## config.mk

```make
export PLATFORM = sky130hd
export DESIGN_NAME = country_sensor_conditioner
export DESIGN_NICKNAME = d
export VERILOG_FILES = /design/src/rtl/country_sensor_conditioner_pkg.sv /design/src/rtl/country_sensor_conditioner_sync_2ff.sv /design/src/rtl/country_sensor_conditioner.sv
export SDC_FILE = /design/constraint.sdc
export NUM_CORES = 1
export LEC_CHECK = 0
export CAP_MARGIN = 20
export CELL_PAD_IN_SITES_DETAIL_PLACEMENT = 1
export CELL_PAD_IN_SITES_GLOBAL_PLACEMENT = 1
export CORE_AREA = 8 8 45 47
export CTS_BUF_LIST = sky130_fd_sc_hd__clkbuf_16
export DETAILED_ROUTE_END_ITERATION = 16
export DIE_AREA = 0 0 53 55
export DONT_BUFFER_PORTS = 1
export PLACE_DENSITY = 0.79
export SETUP_SLACK_MARGIN = 0.15
export SYNTH_ARGS = -nofsm -noshare
export SYNTH_HDL_FRONTEND = slang
export SYNTH_SLANG_ARGS = --single-unit
```

## constraint.sdc

```tcl
create_clock -name clk -period 4 [get_ports clk]
set_clock_uncertainty 0.05 [all_clocks]
set_input_delay 0.6 -clock clk [delete_from_list [all_inputs] [get_ports clk]]
set_output_delay 0.6 -clock clk [all_outputs]
set_load 0.1 [all_outputs]
```

## src/rtl/country_sensor_conditioner_pkg.sv

```systemverilog
// Shared definitions for the country-road sensor conditioner: lamp codes seen on the
// controller feedback bus and the debounce FSM state type.
package country_sensor_conditioner_pkg;

  localparam logic [1:0] LAMP_RED    = 2'd0;
  localparam logic [1:0] LAMP_YELLOW = 2'd1;
  localparam logic [1:0] LAMP_GREEN  = 2'd2;

  typedef enum logic [1:0] {
    ST_IDLE      = 2'd0,
    ST_ARMING    = 2'd1,
    ST_PRESENT   = 2'd2,
    ST_RELEASING = 2'd3
  } deb_state_e;

endpackage

```

## src/rtl/country_sensor_conditioner_sync_2ff.sv

```systemverilog
// Two-flop synchroniser bringing the asynchronous loop-detector level into the clk domain.
module country_sensor_conditioner_sync_2ff (
  input  logic clk,
  input  logic reset,
  input  logic d_i,
  output logic q_o
);

  logic meta_q;
  logic sync_q;

  always_ff @(posedge clk) begin
    if (reset) begin
      meta_q <= 1'b0;
      sync_q <= 1'b0;
    end else begin
      meta_q <= d_i;
      sync_q <= meta_q;
    end
  end

  assign q_o = sync_q;

endmodule

```

## src/rtl/country_sensor_conditioner.sv

```systemverilog
// Synchronises and debounces the country-road vehicle loop, counts arrivals and holds
// the car-waiting request x until the controller shows country GREEN.
module country_sensor_conditioner
  import country_sensor_conditioner_pkg::*;
#(
  parameter int DEBOUNCE_CYCLES = 4,
  parameter int DEB_W           = 3,
  parameter int QUEUE_W         = 4
) (
  input  logic               clk,
  input  logic               reset,
  input  logic               sensor_raw,
  input  logic [1:0]         cntry,
  output logic               x,
  output logic               present,
  output logic [QUEUE_W-1:0] car_cnt
);

  // The sample that leaves IDLE/PRESENT is the first of the DEBOUNCE_CYCLES run, so the
  // counter only has to cover the remaining samples after it.
  localparam logic [DEB_W-1:0]   DEB_LAST = DEB_W'((DEBOUNCE_CYCLES > 1) ? DEBOUNCE_CYCLES - 2 : 0);
  localparam logic [QUEUE_W-1:0] CNT_MAX  = '1;
  localparam bit                 DEB_ONE  = (DEBOUNCE_CYCLES == 1);

  logic               s;
  deb_state_e         state_q, state_d;
  logic [DEB_W-1:0]   deb_q, deb_d;
  logic [QUEUE_W-1:0] cnt_q, cnt_d;
  logic               present_q, present_d;
  logic               x_q;
  logic               arrival;

  country_sensor_conditioner_sync_2ff u_sync (
    .clk   (clk),
    .reset (reset),
    .d_i   (sensor_raw),
    .q_o   (s)
  );

  always_comb begin
    state_d = state_q;
    deb_d   = deb_q;
    arrival = 1'b0;
    unique case (state_q)
      ST_IDLE: begin
        if (s) begin
          if (DEB_ONE) begin
            state_d = ST_PRESENT;
            arrival = 1'b1;
          end else begin
            state_d = ST_ARMING;
            deb_d   = '0;
          end
        end
      end
      ST_ARMING: begin
        if (!s) begin
          state_d = ST_IDLE;
        end else if (deb_q == DEB_LAST) begin
          state_d = ST_PRESENT;
          arrival = 1'b1;
        end else begin
          deb_d = deb_q + 1'b1;
        end
      end
      ST_PRESENT: begin
        if (!s) begin
          state_d = DEB_ONE ? ST_IDLE : ST_RELEASING;
          deb_d   = '0;
        end
      end
      ST_RELEASING: begin
        if (s) begin
          state_d = ST_PRESENT;
        end else if (deb_q == DEB_LAST) begin
          state_d = ST_IDLE;
        end else begin
          deb_d = deb_q + 1'b1;
        end
      end
      default: state_d = ST_IDLE;
    endcase

    present_d = (state_d == ST_PRESENT) || (state_d == ST_RELEASING);

    // GREEN serves every waiting car, including one arriving on the same edge.
    if (cntry == LAMP_GREEN) begin
      cnt_d = '0;
    end else if (arrival && (cnt_q != CNT_MAX)) begin
      cnt_d = cnt_q + 1'b1;
    end else begin
      cnt_d = cnt_q;
    end
  end

  always_ff @(posedge clk) begin
    if (reset) begin
      state_q   <= ST_IDLE;
      deb_q     <= '0;
      cnt_q     <= '0;
      present_q <= 1'b0;
      x_q       <= 1'b0;
    end else begin
      state_q   <= state_d;
      deb_q     <= deb_d;
      cnt_q     <= cnt_d;
      present_q <= present_d;
      x_q       <= (cnt_d != '0);
    end
  end

  assign x       = x_q;
  assign present = present_q;
  assign car_cnt = cnt_q;

endmodule

```

==> metrics.cfg, run 1 <==
[power_and_ir_drop]
finalPower_w=0.000327
seq_power_share_pct=40.4
p_int_w=0.000267
clkPwrFrac_pct=57.9
comb_power_share_pct=1.7
peakVddDrop_mv=0.345
switching_share_pct=18.6
switchingPower_w=0.0000607
p_per_area_mw_per_mm2=480
p_leak_nw=0.295

[sta]
tightestPinTransition_ns=1.04
rsz0062_at_grt=no
finalCritPeriodShare_pct=52.8
setup_viol=0
slew_violations=0
relSlewSlack_pct=30.5
min_period_ns=2.11
finalSetupTns_ns=0
timing.fmax_mhz=473
hold_violations=0

[global_route]
grt_pass1_vias=489
antenna_found_initial=0
grt-ovfl-total=0
grt_max_degree=10
grt_pass1_wl_mm=2.22
track_usage_pct=10.7

[synth]
syn-num-nets=67
synth-seq-cells=13
synth_area_per_cell_um2=9.86
yosysWarningCount=0
mappedNetlistArea_um2=582
syn_inst=59
ys_seq_area_share_pct=44.7
synth_cell_types=26

[cts]
cts_buffer_depth=2
clock_latency_ns=0.24
numCtsBuffers=3
cts_hold_repair.buffers=0
clkTransAtPathRegs_ns=0.05
clkSinkCount=13
cts_setup_buffers=0
cts_tree=done
cts_root_buf=clkbuf_16
htree_levels=1
cts-resized-gates=0

[run]
drv_cap=0

[die]
chipHeight_um=55
num_io_pins=11
rows=14
dieArea_mm2=0.00292
initial_core_util_pct=42.0
core-area_mm2=0.00138
dieWidth_um=53

[layout]
fin_util_pct=49.3
area_delta_synth_final_pct=17.2
postLayoutCellArea_um2=682
mostFrequentLayoutCell=dfxtp_1
most-common-layout-cells=13 x dfxtp_1, 11 x nor2_1
diodes=0
drive_above_1_share_pct=15.9
num-nets-final=72

[placed_design]
numPortBuffers=0
place_congestion=0.750
hpwl_um=870
place_area_um2=602

[critical_path]
required_ns=4.12
r2r-start=car_cnt[2]$_SDFF_PP0_
startpoint_type=register
crit_chain=nand3_1 -> nand3_2 -> mux2_2 -> a31oi_1
crit_start=car_cnt[2]$_SDFF_PP0_
cp.arrival_ns=2.24
end_kind=register
cp_max_fo=4
critPathKind=register to register
cp_slowest_stage_delay_ns=1.01
cp_slowest_cell=dfxtp_1

[route]
drc=0
ant_nets=0
drtIter0Drc=3
firstDrtPassIters=3
route.vias.total=411
wl_mm=1.25
wl_per_cell_um=15.9
drt-vias-per-instance=5.20

[hold_path]
holdCritPathClass=primary input to register
min_from=reset

[outcome]
status=finished clean

synthesized netlist by cell type, drive strengths merged:
cell type	number	area (µm²)
nand2	1	3.75
xor2	4	42.6
o21ai	1	5.00
clkbuf	1	3.75
dfxtp	13	260
nand3	2	15.0
buf	1	11.3
a22oi	1	7.51
nand2b	1	13.8
inv	3	11.3
a21oi	1	5.00
a31oi	1	6.26
and3	1	6.26
ha	3	37.5
nor2	11	41.3
nand4	2	12.5
mux2	1	11.3
nor2b	3	18.8
or3	1	6.26
nor4b	1	8.76
and3b	1	8.76
mux2i	3	30.0
and2b	1	7.51
a21o	1	7.51
worst max-delay path, delay by kind of cell, from the launching register on:
| family | cells | cell delay [ns] |
|---|---|---|
| muxes | 1 | 0.35 |
| and+or+nand+nor | 2 | 0.49 |
| DFF | 1 | 1.01 |
| AOI/OAI and AO/OA | 1 | 0.15 |
worst paths after layout:
check / endpoint / slack (ns) / depth (start not counted)
setup / recovery: x$_SDFF_PP0_ / 1.89 / 4
hold / removal: deb_q[1]$_SDFFE_PP0P_ / 0.37 / 1
setup reg to reg: x$_SDFF_PP0_ / 1.89 / 4
hold reg to reg: u_sync.q_o$_SDFF_PP0_ / 0.41 / 1
layer usage:
layer / track usage, % / routed length, µm
met5: 0 / 0
met4: 3.88 / 0
met3: 5.88 / 103
met2: 17.6 / 631
met1: 11.5 / 518
per-stage QoR:
stage / setup WS [ns] / cells / hold WS [ns]
3_5_place_dp: 1.90 / 75 / 0.385
6_report: 1.89 / 79 / 0.373
4_1_cts: 1.88 / 79 / 0.370
5_1_grt: 1.79 / 79 / 0.368
2_1_floorplan: 1.80 / 59 / 0.364
3_3_place_gp: 1.93 / 75 / 0.383
kinds of logic after synthesis:
kind of cell | count (synthesis) | synth area share, %
fa+ha+maj | 3 | 6.45
flops | 13 | 44.7
compound gates | 5 | 5.38
buf+inv | 5 | 4.52
xor+xnor | 4 | 7.31
mux | 4 | 7.10
simple gates | 25 | 24.5
power groups by stage:
stage | logic [W] | registers (W) | clock network, W
global route | 0.00000625 | 0.000132 | 0.000199
floorplan | 0.00000565 | 0.000134 | 0
detailed placement | 0.00000568 | 0.000134 | 0
CTS | 0.00000587 | 0.000132 | 0.000193
finish | 0.00000566 | 0.000132 | 0.000190
global placement | 0.00000556 | 0.000134 | 0
area by class of cell:
type / instances / area, µm²
Clock buffer: 3 / 75.1
Clock inverter: 1 / 5.00
Fill cell: 162 / 702
Inverter: 3 / 11.3
Multi-Input combinational cell: 41 / 295
Sequential cell: 13 / 260
Tap cell: 16 / 20.0
Timing Repair Buffer: 2 / 15.0
registers in the layout, indices dropped and copies added (netlist names):
signal / flops
x: 1
present: 1
u_sync.q_o: 1
state_q: 2
deb_q: 3
u_sync.meta_q: 1
car_cnt: 4
Power figures use the tool's default switching activity.
==> run 2: changes to the inputs <==
- CORE_AREA: 8 8 45 47 -> not set
- CORE_MARGIN: not set -> 8
- CORE_UTILIZATION: not set -> 43
- DIE_AREA: 0 0 53 55 -> not set
- PLACE_DENSITY: 0.79 -> 0.78
- clock period: 4 -> 1.95 ns (I/O delays scaled with it)
==> run 2 against run 1 <==
Compared with the run above: combinational power is 110% higher; cell area is 5.3% higher; global-route usage is 0.50 points higher; largest cell class unchanged; first-iteration DRC count is 33% lower; critical path type unchanged; worst setup slack worse by 1.6 ns; final cell count is 3.8% higher; sequential share of layout area is 0.88 points lower; maximum frequency is 25% higher.
==> metrics.cfg, run 2 (synthesized netlist as in run 1, its figures left out) <==
[layout]
area_delta_synth_final_pct=23.4
largest_reg_flops=4  ; unchanged
diodes=0  ; unchanged
multi_input_area_um2=297  ; +0.42%
fin_util_pct=55.9  ; +6.6 points
fillCellCount=148  ; -8.6%
seqCellArea_um2=268  ; +2.9%
mostFrequentLayoutCell=nor2_1
drive_above_1_share_pct=26.9  ; +11 points
num-nets-final=76  ; +5.6%
most-common-layout-cells=11 x nor2_1, 9 x dfxtp_1, 6 x buf_4

[cts]
htree_levels=1  ; unchanged
numCtsBuffers=3  ; unchanged
cts_buffer_depth=2  ; unchanged
cts_tree=done
cts_root_buf=clkbuf_16
clkTransAtPathRegs_ns=0.04  ; about the same
cts_setup_buffers=0  ; unchanged
clkSinkCount=13  ; unchanged
clock_latency_ns=0.24  ; about the same

[placed_design]
place_congestion=0.705  ; -5.9%
hpwl_um=924  ; +6.2%
numPortBuffers=0  ; unchanged

[die]
chipHeight_um=52.8  ; -4.0%
dieArea_mm2=0.00279  ; -4.4%
dieWidth_um=52.8  ; -0.41%
core-area_mm2=0.00128  ; -7.1%
num_io_pins=11  ; unchanged
rows=13  ; -1
initial_core_util_pct=45.3  ; +3.2 points

[sta]
holdWs_ns=0.0687  ; -0.304 ns
hold_violations=0  ; unchanged
timing.fmax_mhz=590  ; +25%
min_period_ns=1.69  ; -0.418 ns
tightestPinTransition_ns=0.320  ; -0.721 ns
rsz0062_at_grt=no
finalSetupTns_ns=0  ; unchanged
finalCritPeriodShare_pct=86.9  ; +34 points
slew_violations=0  ; unchanged
setup_viol=0  ; unchanged
relSlewSlack_pct=78.7  ; +48 points

[global_route]
grt-ovfl-total=0  ; unchanged
grt_max_degree=10  ; unchanged
grt_pass1_wl_mm=2.24  ; +0.63%
track_usage_pct=11.2  ; +0.50 points
antenna_found_initial=0  ; unchanged
grt_pass1_vias=518  ; +5.9%

[critical_path]
cp_slowest_cell=dfxtp_1
cp_slowest_stage_delay_ns=0.37  ; -0.64 ns
end_kind=register
crit_chain=inv_1 -> ha_1 -> and3b_2 -> nand2b_4 -> or3_1 -> a21oi_1
critPathKind=register to register
cp.arrival_ns=1.81  ; -0.43 ns
r2r_slack_ns=0.26  ; -1.63 ns
required_ns=2.06  ; -2.06 ns
startpoint_type=register
cp_max_fo=5  ; +1

[outcome]
status=finished clean

[route]
firstDrtPassIters=2  ; -1
drc=0  ; unchanged
drt-vias-per-instance=5.23  ; +0.56%
route.vias.total=429  ; +4.4%
drtIter0Drc=2  ; -1
wl_per_cell_um=15.8  ; -0.35%
wl_mm=1.30  ; +3.4%
ant_nets=0  ; unchanged

[power_and_ir_drop]
switchingPower_w=0.000115  ; +90%
peakVddDrop_mv=0.528  ; +53%
p_per_area_mw_per_mm2=916  ; +91%
switching_share_pct=17.5  ; -1.0 points
p_leak_nw=0.320  ; +8.5%
clkPwrFrac_pct=57.3  ; -0.6 points
p_int_w=0.000542  ; +100%
comb_power_share_pct=1.8  ; about the same
seq_power_share_pct=40.9  ; +0.5 points

[run]
drv_cap=0  ; unchanged

[hold_path]
holdCritPathClass=primary input to register

==> run 2: final cells by class <==
class	count	area share, %
timing repair buffer	6	6.27
multi-input combinational	41	41.3
sequential	13	37.3
inverter	3	1.57
tap	15	2.61
clock inverter	1	0.523
clock buffer	3	10.5
==> run 2: routing by layer <==
metal | wire length (µm) | track usage, % | part of all wire [%] | vias to the layer above
met5 | 0 | 0 | 0 | -
met4 | 24 | 7.76 | 1.9 | 0
met1 | 567 | 11.0 | 44 | 205
li1 | - | - | - | 210
met3 | 70 | 5.40 | 5.4 | 4
met2 | 634 | 18.2 | 49 | 10
==> run 2: power by group through the flow <==
| stage | combinational (W) | clock, W | sequential (W) |
|---|---|---|---|
| 3_5_place_dp | 0.0000115 | 0 | 0.000274 |
| 6_report | 0.0000118 | 0.000377 | 0.000269 |
| 3_3_place_gp | 0.0000109 | 0 | 0.000274 |
| 4_1_cts | 0.0000119 | 0.000387 | 0.000269 |
| 2_1_floorplan | 0.0000116 | 0 | 0.000274 |
| 5_1_grt | 0.0000129 | 0.000394 | 0.000269 |
==> run 2: final timing paths <==
check                                              start                     to  cells past startpoint
worst min-delay path                               reset  deb_q[0]$_SDFFE_PP0P_                      1
worst min register to register  u_sync.meta_q$_SDFF_PP0_  u_sync.q_o$_SDFF_PP0_                      1
worst max register to register     deb_q[0]$_SDFFE_PP0P_  deb_q[1]$_SDFFE_PP0P_                      6
worst max-delay path               deb_q[0]$_SDFFE_PP0P_  deb_q[1]$_SDFFE_PP0P_                      6
==> run 2: metrics by stage <==
stage / power, W / cells / worst slack (ns) / instance area [µm²]
5_1_grt: 0.000676 / 82 / 0.162 / 718
3_5_place_dp: 0.000286 / 78 / 0.281 / 638
3_3_place_gp: 0.000285 / 78 / 0.358 / 638
2_1_floorplan: 0.000285 / 59 / 0.155 / 589
6_report: 0.000658 / 82 / 0.256 / 718
4_1_cts: 0.000668 / 82 / 0.229 / 717
==> run 2: critical path: cells and delay by family (launching register included) <==
| family | cells | cell delay, ns |
|---|---|---|
| AO/OA/AOI/OAI | 1 | 0.17 |
| adder cells (fa/ha/maj) | 1 | 0.21 |
| buffers and inverters | 1 | 0.07 |
| flip-flops | 1 | 0.37 |
| AND/OR/NAND/NOR | 3 | 0.75 |
==> run 2: repair_timing <==
item,4_1_cts,5_1_grt
hold endpoints to repair,0,0
setup endpoints to repair,0,1
resized for setup,0,1
hold buffers,0,0
==> run 3: changes to the inputs <==
- CELL_PAD_IN_SITES_DETAIL_PLACEMENT: 1 -> not set
- CELL_PAD_IN_SITES_GLOBAL_PLACEMENT: 1 -> not set
- CORE_AREA: not set -> 8 8 45 47
- CORE_MARGIN: 8 -> not set
- CORE_UTILIZATION: 43 -> not set
- DIE_AREA: not set -> 0 0 53 55
- PLACE_DENSITY: 0.78 -> 0.65
==> run 3 against run 2 <==
Compared with the run above: clock-buffer cell count stayed put; critical path depth is the same; worst setup slack gained 0.071 ns; sequential power hardly changed; highest routed layer unchanged; largest cell class unchanged; flip-flop and latch count unchanged; sequential share of layout area fell by 0.065 points; clock power is essentially flat.
==> metrics.cfg, run 3 (synthesized netlist as in run 1, its figures left out) <==
[cts]
cts_root_buf=clkbuf_16
htree_levels=1  ; unchanged
cts-resized-gates=0  ; unchanged
clkSinkCount=13  ; unchanged
cts_setup_buffers=0  ; unchanged
clkTransAtPathRegs_ns=0.04  ; about the same
cts_tree=done
cts_buffer_depth=2  ; unchanged
clock_latency_ns=0.24  ; about the same
cts_hold_repair.buffers=0  ; unchanged
numCtsBuffers=3  ; unchanged

[route]
route.vias.total=408  ; -4.9%
drc=0  ; unchanged
wl_per_cell_um=11.5  ; -27%
drtIter0Drc=7  ; +5
wl_um=952  ; -27%
drt-vias-per-instance=4.92  ; -6.0%
firstDrtPassIters=4  ; +2
ant_nets=0  ; unchanged

[global_route]
met1_usage_pct=8.04  ; -2.9 points
track_usage_pct=8.25  ; -3.0 points
grt_util_met3_pct=6.15  ; +0.75 points
grt_pass1_vias=418  ; -19%
grt_pass1_wl_mm=1.66  ; -26%
met2_usage_pct=11.9  ; -6.3 points
grt_max_degree=10  ; unchanged
antenna_found_initial=0  ; unchanged
grt-ovfl-total=0  ; unchanged
grt_busiest_layer=met2

[layout]
mostFrequentLayoutCell=nor2_1
area_delta_synth_final_pct=23.7
largest_reg_flops=4  ; unchanged
postLayoutCellArea_um2=719  ; +0.17%
fillCellCount=123  ; -17%
diodes=0  ; unchanged
multi_input_area_um2=295  ; -0.42%
fin_util_pct=52.0  ; -3.9 points
num-nets-final=76  ; unchanged
seqCellArea_um2=268  ; unchanged
drive_above_1_share_pct=26.9  ; unchanged
most-common-layout-cells=11 x nor2_1, 9 x dfxtp_1, 6 x buf_4

[placed_design]
place_area_um2=639  ; +0.20%
numPortBuffers=0  ; unchanged
hpwl_um=741  ; -20%
place_congestion=0.675  ; -4.3%

[power_and_ir_drop]
finalPower_w=0.000658  ; about the same
p_leak_nw=0.320  ; -0.25%
peakVddDrop_mv=0.584  ; +11%
p_per_area_mw_per_mm2=914  ; -0.17%

[sta]
finalCritPeriodShare_pct=83.2  ; -3.6 points
tightestPinTransition_ns=0.302  ; -0.0179 ns
rsz0062_at_grt=no
hold_violations=0  ; unchanged
setup_viol=0  ; unchanged
min_period_ns=1.62  ; -0.0711 ns
timing.fmax_mhz=616  ; +4.4%
slew_violations=0  ; unchanged
finalSetupTns_ns=0  ; unchanged
relSlewSlack_pct=79.9  ; +1.2 points

[critical_path]
r2r_slack_ns=0.33  ; +0.07 ns
cp.buffers_inverters=1  ; unchanged
cp_max_fo=5  ; unchanged
cp_slowest_stage_delay_ns=0.36  ; about the same
critPathKind=register to register
end_kind=register
crit_chain=inv_1 -> ha_1 -> and3b_1 -> nand3_2 -> mux2_2 -> a31oi_1
required_ns=2.06  ; about the same
cp.arrival_ns=1.73  ; -0.08 ns
cpLargestDelayFamily=simple AND/OR/NAND/NOR gates
cp_slowest_cell=dfxtp_1
reg2reg_to=x$_SDFF_PP0_
r2r-start=deb_q[0]$_SDFFE_PP0P_
r2r_cells=6  ; unchanged
startpoint_type=register

[hold_path]
holdCritPathClass=primary input to register
holdPathStages=1  ; unchanged
min_from=reset
whs_endpoint=deb_q[1]$_SDFFE_PP0P_

[die]
num_io_pins=11  ; unchanged
chipHeight_um=55  ; +4.2%
rows=14  ; +1
dieWidth_um=53  ; +0.41%
initial_core_util_pct=42.0  ; -3.2 points
core-area_mm2=0.00138  ; +7.7%
dieArea_mm2=0.00292  ; +4.6%

[run]
drv_cap=0  ; unchanged

[outcome]
status=finished clean

run 3: cell types whose count changed in the layout (fill, tap and decap cells not counted):
cell      previous run  this run
clkinv_2             0         1
and3b_1              0         1
and3b_2              1         0
inv_1                4         3
run 3: how the worst max path moves through the flow:
stage	cells after the start	slack (ns)	endpoint	startpoint
after floorplan	5	0.16	x$_SDFF_PP0_	car_cnt[1]$_SDFF_PP0_
after global placement	6	0.37	deb_q[1]$_SDFFE_PP0P_	deb_q[0]$_SDFFE_PP0P_
after detailed placement	6	0.32	x$_SDFF_PP0_	deb_q[0]$_SDFFE_PP0P_
after CTS	6	0.31	x$_SDFF_PP0_	deb_q[0]$_SDFFE_PP0P_
after global routing	6	0.23	x$_SDFF_PP0_	deb_q[0]$_SDFFE_PP0P_
final	6	0.33	x$_SDFF_PP0_	deb_q[0]$_SDFFE_PP0P_
run 3: layer usage:
metal	routed length, µm	vias to the layer above	share of wire [%]
li1	-	212	-
met1	404	183	42
met2	441	11	46
met3	95	2	10
met4	11	0	1.2
met5	0	-	0
run 3: layout make-up:
| class | instances | share of cell area [%] |
|---|---|---|
| sequential | 13 | 37.2 |
| clock buffer | 3 | 10.4 |
| inverter | 3 | 1.57 |
| timing repair buffer | 6 | 6.26 |
| clock inverter | 1 | 0.696 |
| tap | 16 | 2.78 |
| multi-input combinational | 41 | 41.0 |
run 3: report_power, final:
group / internal, W / total [W] / switching [W]
sequential: 0.000268 / 0.000269 / 0.00000156
combinational: 0.00000473 / 0.0000108 / 0.00000603
clock: 0.000272 / 0.000378 / 0.000106
run 3: through the flow:
stage | worst slack, ns | hold slack [ns] | instances
after floorplan | 0.155 | 0.364 | 59
after global placement | 0.369 | 0.315 | 79
after detailed placement | 0.318 | 0.317 | 79
after CTS | 0.308 | 0.0639 | 83
after global routing | 0.225 | 0.0588 | 83
final | 0.327 | 0.0670 | 83
